### src/rtl/pipe_hazard_ctrl.sv
// Pipeline hazard/stall controller: run FSM, zero-latency stall/bubble/flush controls,
// and saturating event counters for stalls, load-use bubbles and branch flushes.
module pipe_hazard_ctrl #(
  parameter int CNT_W = 16
) (
  input  logic             clk_i,
  input  logic             rst_i,
  input  logic             start_i,
  input  logic             mem_stall_i,
  input  logic             branch_taken_i,
  input  logic [4:0]       ID_rs1_i,
  input  logic [4:0]       ID_rs2_i,
  input  logic [4:0]       EX_rd_i,
  input  logic             EX_MemRead_i,
  output logic             PC_write_o,
  output logic             IF_ID_write_o,
  output logic             IF_ID_flush_o,
  output logic             ID_EX_bubble_o,
  output logic             stall_o,
  output logic [1:0]       state_o,
  output logic [CNT_W-1:0] stall_cnt_o,
  output logic [CNT_W-1:0] hazard_cnt_o,
  output logic [CNT_W-1:0] flush_cnt_o
);

  typedef enum logic [1:0] {
    IDLE     = 2'd0,
    RUN      = 2'd1,
    MEM_WAIT = 2'd2
  } state_t;

  state_t state;
  logic   active;
  logic   load_use;

  // Reset gates the controls combinationally so nothing leaks out during the reset cycle.
  assign active   = !rst_i && (state != IDLE);
  assign load_use = EX_MemRead_i && (EX_rd_i != 5'd0) &&
                    ((EX_rd_i == ID_rs1_i) || (EX_rd_i == ID_rs2_i));

  always_comb begin
    PC_write_o     = 1'b0;
    IF_ID_write_o  = 1'b0;
    IF_ID_flush_o  = 1'b0;
    ID_EX_bubble_o = 1'b0;
    stall_o        = 1'b0;
    if (active) begin
      if (mem_stall_i) begin
        stall_o = 1'b1;
      end else if (load_use) begin
        // A taken branch behind a load-use is dropped; ID re-resolves it next cycle.
        ID_EX_bubble_o = 1'b1;
      end else begin
        PC_write_o    = 1'b1;
        IF_ID_write_o = 1'b1;
        IF_ID_flush_o = branch_taken_i;
      end
    end
  end

  assign state_o = rst_i ? 2'd0 : state;

  always_ff @(posedge clk_i) begin
    if (rst_i) begin
      state <= IDLE;
    end else if (!start_i) begin
      state <= IDLE;
    end else begin
      case (state)
        IDLE:     state <= RUN;
        RUN:      state <= mem_stall_i ? MEM_WAIT : RUN;
        MEM_WAIT: state <= mem_stall_i ? MEM_WAIT : RUN;
        default:  state <= IDLE;
      endcase
    end
  end

  // Controls are already zero in IDLE, so the counters hold there without extra gating.
  always_ff @(posedge clk_i) begin
    if (rst_i) begin
      stall_cnt_o  <= '0;
      hazard_cnt_o <= '0;
      flush_cnt_o  <= '0;
    end else begin
      if (stall_o && !(&stall_cnt_o))
        stall_cnt_o <= stall_cnt_o + 1'b1;
      if (ID_EX_bubble_o && !(&hazard_cnt_o))
        hazard_cnt_o <= hazard_cnt_o + 1'b1;
      if (IF_ID_flush_o && !(&flush_cnt_o))
        flush_cnt_o <= flush_cnt_o + 1'b1;
    end
  end

endmodule

### config.mk
export PLATFORM = sky130hd
export DESIGN_NAME = pipe_hazard_ctrl
export DESIGN_NICKNAME = d
export VERILOG_FILES = /design/src/rtl/pipe_hazard_ctrl.sv
export SDC_FILE = /design/constraint.sdc
export NUM_CORES = 1
export LEC_CHECK = 0
export ABC_CLOCK_PERIOD_IN_PS = 1750
export CAP_MARGIN = 20
export CELL_PAD_IN_SITES_DETAIL_PLACEMENT = 1
export CELL_PAD_IN_SITES_GLOBAL_PLACEMENT = 1
export CORE_ASPECT_RATIO = 1.1
export CORE_MARGIN = 3
export CORE_UTILIZATION = 41
export DETAILED_ROUTE_END_ITERATION = 16
export DONT_BUFFER_PORTS = 1
export PLACE_DENSITY = 0.85
export SLEW_MARGIN = 10
export SYNTH_ARGS = -nofsm -noshare
export SYNTH_HDL_FRONTEND = slang
export SYNTH_SLANG_ARGS = --single-unit
### constraint.sdc
create_clock -name clk_i -period 1.75 [get_ports clk_i]
set_input_delay 0.175 -clock clk_i [delete_from_list [all_inputs] [get_ports clk_i]]
set_output_delay 0.175 -clock clk_i [all_outputs]
set_load 0.05 [all_outputs]
==> flow_summary.yaml <==
status:
  status: "finished, violations left"
  violations: "hold timing, setup timing"
yosys:
  synth_edf_count: 0
  syn_inst: 310
  yosys.area.top_type: "dfxtp_1"
  ys_seq_area_frac: 0.383
  ys_seq_elements: 50
  syn_avg_cell_area_um2: 8.44
  async_flop_share: 0
  yosys.area.top_type_share: 0.383
  synth_flop_cell: "dfxtp_1"
  ys_warn_count: 0
  ys_types: 48
  synth_nets: 336
  synth_area_mm2: 0.00262
  synth_area_leaders: "dfxtp_1 (38%), xnor2_1 (7.4%), nor2_1 (5.5%)"
setup_path:
  timing.rr.end: "hazard_cnt_o[12]"
  rrSetupSlack_ps: -230
  cp-start-kind: "register"
  worstSetupPathType: "reg2reg"
  worstRegToRegCells: 11
  crit_end: "hazard_cnt_o[12]"
  required_ps: 1950
  r2r-start: "state[1]"
  critPathCaptureType: "register"
  crit_fanout: 4
  worstPathArrival_ps: 2180
  crit_start: "state[1]"
placed_design:
  place_congestion: 0.819
  placedInstanceArea_mm2: 0.00346
  dp_hpwl_mm: 6.41
  io_buffer_count: 0
floorplanning:
  coreArea_mm2: 0.00599
  die_y_um: 89.8
  rows: 29
  die_area_mm2: 0.00737
  start_util: 0.437
  io_pins: 76
  die_w_um: 82.1
timing:
  worst_pin_slew_ps: 439
  setup_ws_ps: -231
  rsz0062_at_grt: "true"
  min_period_ps: 1980
  setup_violations: 40
  clock.fmax_mhz: 505
  fin_hold_ws_ps: -91.4
  finalSetupTns_ps: -4910
  finalHoldViolCount: 47
  slew_viol_final: 0
  relSlewSlack: 0.708
  finalCritPeriodShare: 1.13
  finClkSkew_ps: 13.7
clock_network:
  clk_pin_slew_worst_paths_ps: 110
  clk_latency_ps: 320
  root_buffer: "clkbuf_8"
  cts_made_buffers: 5
  hold_buffers: 2
  h-tree-depth: 2
  tritoncts_num_sinks: 50
  cts_tree: "done"
  cts_buffer_depth: 2
final_layout:
  final_area_mm2: 0.00415
  final_cell_mix: "buf_4 (85), nor2_1 (33), dfxtp_2 (30)"
  nets: 438
  num_antenna_cells: 0
  n_fill_cell: 639
  final_common_cell: "buf_4"
  drive_above_1_share: 0.533
  area_delta_synth_final_pct: 58.8
min_path:
  hold_path_class: "in2reg"
grt:
  grt-ovfl-total: 0
  grt_pass1_vias: 2952
  grt_first_pass_wirelength_mm: 14.4
  grt_max_degree: 55
  antenna_found_initial: 0
  grt.total_usage: 0.249
route:
  drc: 0
  viasPerCell: 6.30
  postRouteAntennaNets: 0
  routed_wl_mm: 13.2
  avgRoutedWirePerCell_um: 27.0
  vias: 3087
  initialDrtViolationCount: 122
  dr.pass1.iters: 4
job:
  cap_violations: 0
pwr:
  irDropWorstVdd_uv: 375
  power-per-cell-area_mw_per_mm2: 520
  power_mw: 2.16
  p_leak_nw: 1.58
[cell usage after synthesis, types with 2 or more instances]
| library cell | instances |
|---|---|
| a21oi_1 | 19 |
| nor4b_1 | 2 |
| and3_1 | 12 |
| nand2_1 | 28 |
| clkbuf_1 | 6 |
| ha_1 | 5 |
| or3_1 | 11 |
| mux2i_1 | 2 |
| xor2_1 | 14 |
| nand3_1 | 18 |
| nor4_1 | 2 |
| xnor2_1 | 22 |
| and2_1 | 2 |
| o21ai_2 | 2 |
| o21ai_1 | 9 |
| buf_4 | 2 |
| and4_1 | 5 |
| nand4_1 | 11 |
| a211oi_1 | 3 |
| nor3_1 | 9 |
| a31oi_1 | 3 |
| a2111oi_2 | 3 |
| o21ai_0 | 4 |
| dfxtp_1 | 50 |
| nor2_1 | 38 |
| inv_1 | 6 |
[flip-flops by register name, summed over array words and instances, names as in the netlist]
signal and count:
stall_cnt_o 16, hazard_cnt_o 16, state 2, flush_cnt_o 16
[metal layers]
metal  up-vias  share of wire  track usage
li1       1322              -            -
met4         0          0.057       0.0845
met3        72          0.073       0.0710
met5         -              0            0
met1      1525           0.34        0.259
met2       168           0.53        0.459
[through the flow]
stage | setup WS (ps) | utilization | std cells | hold WS [ps]
floorplan | -194 | - | 310 | 292
global placement | -37.9 | 0.577 | 455 | 241
detailed placement | -162 | 0.577 | 455 | 247
CTS | -165 | 0.626 | 471 | -90.1
global route | -310 | 0.694 | 490 | -114
finish | -231 | 0.694 | 490 | -91.4
[what timing repair did]
action	in CTS	in global routing
setup endpoints to repair	31	48
cloned	0	1
endpoints found under the hold margin	49	47
resized for setup	26	51
setup buffers	6	18
pin swaps	12	28
[how the worst min path moves through the flow]
stage | from | to | slack [ps] | depth (start not counted)
finish | rst_i | stall_cnt_o[5] | -90 | 1
global route | rst_i | hazard_cnt_o[6] | -110 | 1
global placement | rst_i | stall_cnt_o[8] | 240 | 1
floorplan | start_i | state[1] | 290 | 2
detailed placement | rst_i | stall_cnt_o[8] | 250 | 1
CTS | rst_i | stall_cnt_o[8] | -90 | 1
[final cells by class]
type                       count  area, um2  share of cell area
clock inverter                 2       10.0             0.00241
timing repair buffer         103        856               0.206
inverter                       7       33.8             0.00813
multi-input combinational    245       1970               0.475
sequential                    50       1090               0.263
clock buffer                   6       93.8              0.0226
tap                           77       96.3              0.0232
[where the power goes]
group | internal [mW] | total [mW] | switching, mW
combinational | 0.0932 | 0.222 | 0.129
sequential | 1.12 | 1.12 | 0.00287
clock | 0.365 | 0.816 | 0.451
[worst max-delay path, cell delays in order (launching register included)]
cell and delay (ps):
dfxtp_2 370, inv_2 60, ha_4 180, nor3_4 200, buf_4 150, buf_6 100, nand3_4 70, nor3_4 180
buf_6 160, nand3_2 80, xor2_1 210, nor2_1 90
[logic make-up after synthesis]
| kind of cell | after synthesis | synth area share |
|---|---|---|
| and+or+nand+nor | 145 | 0.283 |
| muxes | 2 | 0.00766 |
| adders and majority gates | 5 | 0.0239 |
| buffers and inverters | 16 | 0.0287 |
| xor gates and xnor gates | 36 | 0.121 |
| AOI/OAI and AO/OA | 56 | 0.153 |
| DFF | 50 | 0.383 |
Power figures use the tool's default switching activity.
